## config.mk

```make
export PLATFORM = sky130hd
export DESIGN_NAME = bsg_cache_to_dram_ctrl_arb
export DESIGN_NICKNAME = d
export VERILOG_FILES = /design/src/rtl/bsg_cache_to_dram_ctrl_arb.sv
export SDC_FILE = /design/constraint.sdc
export NUM_CORES = 1
export LEC_CHECK = 0
export BUFFER_PORTS_ARGS = -buffer_cell sky130_fd_sc_hd__clkbuf_2
export CORE_ASPECT_RATIO = 0.7
export CORE_UTILIZATION = 45
export CTS_BUF_LIST = sky130_fd_sc_hd__clkbuf_4
export CTS_CLUSTER_SIZE = 24
export DETAILED_ROUTE_END_ITERATION = 12
export PLACE_DENSITY = 0.87
export SKIP_CTS_REPAIR_TIMING = 1
export SYNTH_ARGS = -nofsm -noshare
export SYNTH_HDL_FRONTEND = slang
export SYNTH_SLANG_ARGS = --single-unit
```

## constraint.sdc

```tcl
create_clock -name clk_i -period 3.2 [get_ports clk_i]
set_input_delay 0.32 -clock clk_i [delete_from_list [all_inputs] [get_ports clk_i]]
set_output_delay 0.32 -clock clk_i [all_outputs]
set_load 0.005 [all_outputs]
```

## src/rtl/bsg_cache_to_dram_ctrl_arb.sv

```systemverilog
// Round-robin DMA arbiter: N caches share one DRAM controller port.
// Tags are queued per direction so data beats follow grant order.
module bsg_cache_to_dram_ctrl_arb_tag_fifo #(
  parameter int els_p   = 4,
  parameter int width_p = 2
) (
  input  logic               clk_i,
  input  logic               reset_n_i,
  input  logic               push_i,
  input  logic [width_p-1:0] data_i,
  input  logic               pop_i,
  output logic [width_p-1:0] data_o,
  output logic               empty_o,
  output logic               full_o
);
  localparam int ptr_w = (els_p > 1) ? $clog2(els_p) : 1;
  localparam int cnt_w = $clog2(els_p + 1);

  logic [width_p-1:0] mem_q [els_p];
  logic [width_p-1:0] mem_d [els_p];
  logic [ptr_w-1:0]   wptr_q, wptr_d;
  logic [ptr_w-1:0]   rptr_q, rptr_d;
  logic [cnt_w-1:0]   cnt_q, cnt_d;

  function automatic logic [ptr_w-1:0] inc(input logic [ptr_w-1:0] p);
    return (p == ptr_w'(els_p - 1)) ? '0 : p + 1'b1;
  endfunction

  assign data_o  = mem_q[rptr_q];
  assign empty_o = (cnt_q == '0);
  assign full_o  = (cnt_q == cnt_w'(els_p));

  always_comb begin
    mem_d  = mem_q;
    wptr_d = wptr_q;
    rptr_d = rptr_q;
    cnt_d  = cnt_q;
    if (push_i) begin
      mem_d[wptr_q] = data_i;
      wptr_d = inc(wptr_q);
    end
    if (pop_i) rptr_d = inc(rptr_q);
    unique case ({push_i, pop_i})
      2'b10:   cnt_d = cnt_q + 1'b1;
      2'b01:   cnt_d = cnt_q - 1'b1;
      default: cnt_d = cnt_q;
    endcase
  end

  always_ff @(posedge clk_i or negedge reset_n_i) begin
    if (!reset_n_i) begin
      for (int i = 0; i < els_p; i++) mem_q[i] <= '0;
      wptr_q <= '0;
      rptr_q <= '0;
      cnt_q  <= '0;
    end else begin
      mem_q  <= mem_d;
      wptr_q <= wptr_d;
      rptr_q <= rptr_d;
      cnt_q  <= cnt_d;
    end
  end
endmodule

module bsg_cache_to_dram_ctrl_arb #(
  parameter int num_dma_p        = 4,
  parameter int dma_addr_width_p = 8,
  parameter int dma_mask_width_p = 4,
  parameter int dma_data_width_p = 8,
  parameter int dma_burst_len_p  = 2,
  parameter int tag_fifo_els_p   = 4,
  localparam int lg_lp = (num_dma_p > 1) ? $clog2(num_dma_p) : 1,
  localparam int pkt_w = 1 + dma_mask_width_p + dma_addr_width_p,
  localparam int dw    = dma_data_width_p
) (
  input  logic                     clk_i,
  input  logic                     reset_n_i,
  input  logic [num_dma_p*pkt_w-1:0] dma_pkt_i,
  input  logic [num_dma_p-1:0]     dma_pkt_v_i,
  output logic [num_dma_p-1:0]     dma_pkt_yumi_o,
  output logic [num_dma_p*dw-1:0]  dma_data_o,
  output logic [num_dma_p-1:0]     dma_data_v_o,
  input  logic [num_dma_p-1:0]     dma_data_ready_i,
  input  logic [num_dma_p*dw-1:0]  dma_data_i,
  input  logic [num_dma_p-1:0]     dma_data_v_i,
  output logic [num_dma_p-1:0]     dma_data_yumi_o,
  output logic [pkt_w-1:0]         ctrl_pkt_o,
  output logic                     ctrl_pkt_v_o,
  input  logic                     ctrl_pkt_yumi_i,
  output logic [lg_lp-1:0]         ctrl_pkt_id_o,
  input  logic [dw-1:0]            ctrl_rdata_i,
  input  logic                     ctrl_rdata_v_i,
  output logic                     ctrl_rdata_ready_o,
  output logic [dw-1:0]            ctrl_wdata_o,
  output logic                     ctrl_wdata_v_o,
  input  logic                     ctrl_wdata_yumi_i
);
  localparam int cnt_w = (dma_burst_len_p > 1) ? $clog2(dma_burst_len_p) : 1;

  logic [lg_lp-1:0] rr_q, rr_d;
  logic [cnt_w-1:0] rcnt_q, rcnt_d;
  logic [cnt_w-1:0] wcnt_q, wcnt_d;
  logic [lg_lp-1:0] win;
  logic             any_v;
  logic [pkt_w-1:0] pkt_sel;
  logic             pkt_v, grant;
  logic [lg_lp-1:0] rhead, whead;
  logic             rempty, rfull, wempty, wfull;
  logic             rd_beat, wr_beat, rpop, wpop;
  logic             push_r, push_w;

  always_comb begin
    win   = '0;
    any_v = 1'b0;
    for (int k = 0; k < num_dma_p; k++) begin
      int idx;
      idx = int'(rr_q) + k;
      if (idx >= num_dma_p) idx = idx - num_dma_p;
      if (!any_v && dma_pkt_v_i[idx]) begin
        any_v = 1'b1;
        win   = lg_lp'(idx);
      end
    end
  end

  assign pkt_sel = dma_pkt_i[win*pkt_w +: pkt_w];
  assign pkt_v   = any_v & ~rfull & ~wfull;
  assign grant   = reset_n_i & pkt_v & ctrl_pkt_yumi_i;
  assign push_w  = grant & pkt_sel[pkt_w-1];
  assign push_r  = grant & ~pkt_sel[pkt_w-1];

  assign rd_beat = ctrl_rdata_v_i & dma_data_ready_i[rhead] & ~rempty;
  assign wr_beat = dma_data_v_i[whead] & ~wempty & ctrl_wdata_yumi_i;
  assign rpop    = rd_beat & (rcnt_q == cnt_w'(dma_burst_len_p - 1));
  assign wpop    = wr_beat & (wcnt_q == cnt_w'(dma_burst_len_p - 1));

  bsg_cache_to_dram_ctrl_arb_tag_fifo #(
    .els_p(tag_fifo_els_p), .width_p(lg_lp)
  ) rfifo (
    .clk_i(clk_i), .reset_n_i(reset_n_i),
    .push_i(push_r), .data_i(win), .pop_i(rpop),
    .data_o(rhead), .empty_o(rempty), .full_o(rfull)
  );

  bsg_cache_to_dram_ctrl_arb_tag_fifo #(
    .els_p(tag_fifo_els_p), .width_p(lg_lp)
  ) wfifo (
    .clk_i(clk_i), .reset_n_i(reset_n_i),
    .push_i(push_w), .data_i(win), .pop_i(wpop),
    .data_o(whead), .empty_o(wempty), .full_o(wfull)
  );

  always_comb begin
    rr_d   = rr_q;
    rcnt_d = rcnt_q;
    wcnt_d = wcnt_q;
    if (grant)
      rr_d = (win == lg_lp'(num_dma_p - 1)) ? '0 : win + 1'b1;
    if (rd_beat) rcnt_d = rpop ? '0 : rcnt_q + 1'b1;
    if (wr_beat) wcnt_d = wpop ? '0 : wcnt_q + 1'b1;
  end

  always_ff @(posedge clk_i or negedge reset_n_i) begin
    if (!reset_n_i) begin
      rr_q   <= '0;
      rcnt_q <= '0;
      wcnt_q <= '0;
    end else begin
      rr_q   <= rr_d;
      rcnt_q <= rcnt_d;
      wcnt_q <= wcnt_d;
    end
  end

  // Handshakes are squashed while reset is held low.
  always_comb begin
    dma_pkt_yumi_o     = '0;
    dma_data_v_o       = '0;
    dma_data_yumi_o    = '0;
    ctrl_pkt_v_o       = 1'b0;
    ctrl_rdata_ready_o = 1'b0;
    ctrl_wdata_v_o     = 1'b0;
    dma_data_o         = {num_dma_p{ctrl_rdata_i}};
    ctrl_pkt_o         = pkt_sel;
    ctrl_pkt_id_o      = win;
    ctrl_wdata_o       = dma_data_i[whead*dw +: dw];
    if (reset_n_i) begin
      ctrl_pkt_v_o = pkt_v;
      if (grant) dma_pkt_yumi_o[win] = 1'b1;
      dma_data_v_o[rhead] = ctrl_rdata_v_i & ~rempty;
      ctrl_rdata_ready_o  = dma_data_ready_i[rhead] & ~rempty;
      ctrl_wdata_v_o      = dma_data_v_i[whead] & ~wempty;
      dma_data_yumi_o[whead] = wr_beat;
    end
  end
endmodule
```

== Word level (Yosys, flattened, before mapping) ==
Cells that the tools add are included.

* Bits in registers: 34
* Bits of input ports: 109
* Logic and storage cells: 171
* Output and inout port bits: 70

* Multipliers: 1
* Add/sub/neg operators: 18
* Bitwise operators: 25
* Shifts and indexed selects: 2
* Mux-type cells: 62
* Reduce and logical (&&, ||, !) cells: 15
* Equality and inequality tests: 11
* Order comparisons: 20

{| class="wikitable"
|+ Operator list
! kind !! number
|-
| $lt A32 B4 Y1 const B || 4
|-
| $mux W32 || 4
|-
| $shiftx A52 B7 Y13 || 1
|-
| $shiftx A32 B6 Y8 || 1
|-
| $mux W2 || 15
|-
| $mux W1 || 22
|-
| $ge A3 B3 Y1 const B || 7
|-
| $bwmux W8 || 2
|-
| $mux W4 || 4
|-
| $and A1 B1 Y1 || 14
|-
| $eq A2 B2 Y1 const B || 7
|-
| $bmux W1 S2 || 6
|-
| $not A2 Y3 || 4
|-
| $pmux W3 S2 || 2
|-
| $sub A3 B3 Y4 const B || 3
|-
| $add A2 B1 Y2 const B || 5
|-
| $lt A2 B3 Y1 const B || 3
|-
| $and A4 B4 Y4 || 2
|-
| $bmux W2 S2 || 2
|-
| $demux W2 S2 || 2
|-
| $logic_and A1 B1 Y1 || 8
|-
| $add A2 B2 Y3 const B || 2
|-
| $add A3 B1 Y3 const B || 2
|-
| $demux W1 S2 || 3
|-
| 14 further kinds || 29
|}

== Logic depth before layout (Yosys ltp) ==
* Depth after elaboration: 22
* Mapped depth: 13
* Mapped depth without buffers: 13

== Cells and area by module ==
From an unflattened synthesis, not the netlist that was laid out.

* Cell total of the unflattened synthesis: 265
* Area total of the unflattened synthesis: 2886.5 sq um

{| class="wikitable"
|+ Modules (own cells, without submodules)
! module !! area an instance (sq um) !! cells each !! instances !! sequential area each (sq um)
|-
| bsg_cache_to_dram_ctrl_arb_tag_fifo || 740.7 || 56 || 2 || 375.4
|-
| bsg_cache_to_dram_ctrl_arb || 1405.1 || 153 || 1 || 100.1
|}

== Worst setup path after synthesis ==
Ideal clock, no wire load.

* Kind: reg2reg
* Start: reg rfifo.rptr_q[0]
* End: reg rfifo.cnt_q[2]
* Slack: 0.549 ns
* Path buffers: 0
* Stages on the path, launching flop included: 12
* Period minus slack after synthesis: 2.651 ns
* Data required time: 3.121 ns
* Setup time: 0.079 ns
* Arrival: 2.571 ns
* Path through: dfrtp_1 -> mux4_1 -> mux2i_1 -> mux2i_2 -> nand3_2 -> inv_1 -> ha_1 -> inv_1 -> fa_1 -> xor2_1 -> nor2_1 -> xor2_1

* Word-level cells in the longest chain between the ends: 11
* Elaborated cells between the ends (all ways): 13
* Those cells by class: eq/ne: 2; mux: 6; bitwise: 4; reduce/logical: 1

{| class="wikitable"
|+ RTL lines
! item !! RTL line !! source
|-
| start, declared || 22 || <nowiki>logic [ptr_w-1:0] rptr_q, rptr_d;</nowiki>
|-
| start signal, assigned || 59 || <nowiki>rptr_q <= rptr_d;</nowiki>
|-
| $not A2 Y3 (implied by the code) * || 29 || <nowiki>assign data_o = mem_q[rptr_q];</nowiki>
|-
| $bmux W2 S2 * || 29 ||
|-
| $mux W2 (implied by the code) * (2 in series) || 29 ||
|-
| $bmux W1 S2 * || 132 || <nowiki>assign rd_beat = ctrl_rdata_v_i & dma_data_ready_i[rhead] & ~rempty;</nowiki>
|-
| $mux W1 (implied by the code) * || 132 ||
|-
| $and A1 B1 Y1 * (2 in series) || 132 ||
|-
| $and A1 B1 Y1 * || 134 || <nowiki>assign rpop = rd_beat & (rcnt_q == cnt_w'(dma_burst_len_p - 1));</nowiki>
|-
| named net rfifo.pop_i || 11 || <nowiki>input logic pop_i,</nowiki>
|-
| $eq A2 B1 Y1 or $eq A2 B2 Y1 (tied branches) || 43 || <nowiki>unique case ({push_i, pop_i})</nowiki>
|-
| $pmux W3 S2 or $reduce_bool A2 Y1 (tied branches) || n/a ||
|-
| end signal, assigned || 60 || <nowiki>cnt_q <= cnt_d;</nowiki>
|-
| end, declared || 23 || <nowiki>logic [cnt_w-1:0] cnt_q, cnt_d;</nowiki>
|}

The timed path passes the listed nets; every way through them passes the cells marked *. The select of a mux whose other input is x is not followed.
A chain may end at the register's enable or synchronous reset.

== Worst setup path in the final report ==
* Start: reg wfifo.rptr_q[0]
* End: reg wfifo.cnt_q[2]

* Word-level cells in the longest chain between the ends: 11
* Elaborated cells between the ends (all ways): 13
* Those cells by class: eq/ne: 2; mux: 6; bitwise: 4; reduce/logical: 1

{| class="wikitable"
|+ RTL lines
! item !! RTL line !! source
|-
| start, declared || 22 ||
|-
| start signal, assigned || 59 ||
|-
| $not A2 Y3 (implied by the code) * || 29 ||
|-
| $bmux W2 S2 * || 29 ||
|-
| $mux W2 (implied by the code) * (2 in series) || 29 ||
|-
| $bmux W1 S2 * || 133 || <nowiki>assign wr_beat = dma_data_v_i[whead] & ~wempty & ctrl_wdata_yumi_i;</nowiki>
|-
| $mux W1 (implied by the code) * || 133 ||
|-
| $and A1 B1 Y1 * (2 in series) || 133 ||
|-
| $and A1 B1 Y1 * || 135 || <nowiki>assign wpop = wr_beat & (wcnt_q == cnt_w'(dma_burst_len_p - 1));</nowiki>
|-
| named net wfifo.pop_i || 11 ||
|-
| $eq A2 B1 Y1 or $eq A2 B2 Y1 (tied branches) || 43 ||
|-
| $pmux W3 S2 or $reduce_bool A2 Y1 (tied branches) || n/a ||
|-
| end signal, assigned || 60 ||
|-
| end, declared || 23 ||
|}

Marks and branches as above.

==> metrics.txt <==
gpl congestion=between 0.7 and 0.8; Pre-Repair DR Iteration Count=4; fmax=approximately 340 MHz; RSZ-0062 raised after global routing=false; Die Wd=101.5 um; finished layout cell area=0.003720 sq mm; max_slew headroom=0.6262; CTS clk-pin slew, worst paths=approximately 100 ps; synthesis-stage register bit count=34; number of global-route vias before repair=2671; Post-Syn Instances=323; async set-reset flop share out of synthesis=1.000; Crit path arrival time=3200 ps; detailed placement HPWL=6188 um; slew at the pin with the worst max-slew slack=roughly 560 ps; CP Launch Type=flop; clk_skew=13.07 ps; warnings from Yosys=0; met1 usage=0.2675; largest cells by area after synthesis=dfrtp_1 27%, buf_4 8.0%, mux4_2 7.2%; # diodes=0; sw frac=0.4466; via count=2743; placed cell area=roughly 0.0037 sq mm; remaining antenna violation count=0; Post-Syn Nets=450; Root Buffer Master=clkbuf_4; final setup vio count=0; Yosys top cell by area=dfrtp_1; Initial DRC Count=between 150 and 200; Final nets=558; kind of critical path=reg -> reg; Crit Path Max Fanout=10; Req. time, crit path=about 3500 ps; initial antenna violation count=0; final hold vios=0; Net Switching=~0.0014 W; register share of total power=0.264; setup TNS=0 ps; first-pass GRT wire length=12210 um; Final period util=0.9185; io pins=around 180; Tmin final=2939 ps; largest net degree at the start of global routing=41; area grow syn2layout=19.40%; number of remaining DRC errors=0; post-synthesis sequential area ratio=0.2731; Clock power frac=0.073; Most used DFF post-synth=dfrtp_1; clock insertion delay at the later pin of the skew report=350 ps; max-capacitance violation count=0; Die Y=71.62 um; die area=0.007265 sq mm; CORE AREA=about 0.0065 sq mm; run status=finished, final reports clean; IR drop worst, VDD=288.1 uV; Max Buffers Root-to-Sink=2; Total GRT Usage=0.2163; Pleak=1.885 nW; fillers=574; most common cell after layout, fill and taps aside=clkbuf_2; critical path endpoint category=flop; share of layout cells above drive strength 1=0.4640; multi-input logic area=0.001869 sq mm; EDFF count, synth=0; Internal Power=about 0.0018 W; row count=24; Hold Path Class=in -> async; Starting Density=0.4826; syn avg cell area=approximately 9.6 sq um; IO buf count=138; routing usage on met3=0.04878; utilization after layout=0.5762; grt met2 use=0.3794; Vias/cell=5.255; register area=850.8 sq um; grt total ovfl=0; CTS sink count=34; PD cells=between 800 and 900 mW/mm^2; H-tree Lvls=2; CTS tree=done; Yosys cell types=53; per-cell routed wire length=14.48 um; most frequent cells in the layout=138 x clkbuf_2, 41 x nand2_1, 34 x dfrtp_1, 27 x nor2_1, 22 x inv_1; busiest metal layer after global routing=met2; Synth top area share=0.2731; final wirelength=7556 um; Slew Limit Fails=0; TritonCTS Buffers=5; synthesized area=0.003115 sq mm; Comb power frac=0.662
[cells by family (layout without fill, tap and decap cells)]
logic type	count (synthesis)	in the layout	synth area share
simple gates	96	96	0.1510
mux	38	38	0.1831
compound gates	61	61	0.1663
xor+xnor	8	8	0.02249
fa+ha+maj	18	18	0.07711
buf+inv	68	176	0.1269
flops	34	34	0.2731
[critical path: stages, from the launching register on]
cell and delay (ps):
dfrtp_1 450, mux4_2 690, o21a_1 240, mux2i_2 230
nand3_2 140, inv_1 80, ha_1 170, inv_1 60
fa_1 370, xor2_1 150, nor2_1 110, xor2_1 170
[synth_stat cells, drive strengths merged, types with 3 or more instances]
cell     n
a31oi   20
xnor2    4
o21ai    4
a21oi    4
mux2i    6
nand2   42
xor2     4
ha      16
o31ai   12
a41o     4
a21o     3
nor2    28
inv     24
dfrtp   34
and3     4
nor3     5
clkbuf   3
mux2    20
nand3    9
buf     41
mux4    12
o22a     4
[sequential cells by signal, indices dropped and copies added (netlist names), 3 cells and up]
signal / cells
wfifo.mem_q: 8
rfifo.mem_q: 8
rfifo.cnt_q: 3
wfifo.cnt_q: 3
[layer usage]
metal / vias to the layer above / wire length (um) / part of all wire
met3: 12 / 571 / 0.076
met1: 1255 / 3169 / 0.42
met5: - / 0 / 0
met4: 0 / 102 / 0.013
li1: 1342 / - / -
met2: 134 / 3712 / 0.49
[power by group through the flow]
| stage | clock network (W) | registers [W] | logic (W) |
|---|---|---|---|
| finish | 0.000238 | 0.000857 | 0.00215 |
| global route | 0.000261 | 0.000883 | 0.00241 |
| CTS | 0.000245 | 0.000854 | 0.00218 |
| detailed placement | 0 | 0.000864 | 0.00216 |
| global placement | 0 | 0.000852 | 0.00209 |
| floorplan | 0 | 0.000802 | 0.00160 |
[worst paths after layout]
check | endpoint | slack, ps | from | cells past startpoint
setup reg to reg | wfifo.cnt_q[2]$_DFFE_PN0P_ | 260 | wfifo.rptr_q[0]$_DFFE_PN0P_ | 11
setup / recovery | wfifo.cnt_q[2]$_DFFE_PN0P_ | 260 | wfifo.rptr_q[0]$_DFFE_PN0P_ | 11
hold reg to reg | rfifo.mem_q[0]$_DFFE_PN0P_ | 500 | rfifo.mem_q[0]$_DFFE_PN0P_ | 1
max in group asynchronous | wfifo.mem_q[6]$_DFFE_PN0P_ | 2810 | reset_n_i | 2
min in group clk_i | rcnt_q$_DFFE_PN0N_ | 380 | ctrl_rdata_v_i | 4
hold / removal | wfifo.mem_q[7]$_DFFE_PN0P_ | 40 | reset_n_i | 2
[metrics by stage]
step                      setup slack [ps]  hold slack [ps]  power [W]  cells
after floorplan                      549.4            24.41   0.002398    323
after global placement               402.2            419.6   0.002943    515
after detailed placement             243.4            431.2   0.003029    515
after CTS                            240.3            48.78   0.003274    522
after global routing                 37.31            82.66   0.003551    522
final                                260.9            42.05   0.003244    522
[area by class of cell]
cell class / instances / share of cell area
multi-input combinational: 221 / 0.5025
sequential: 34 / 0.2287
timing repair buffer: 145 / 0.1998
tap: 91 / 0.03061
inverter: 24 / 0.02422
clock buffer: 7 / 0.01413
Note: power is estimated with default switching activity, not from simulation.
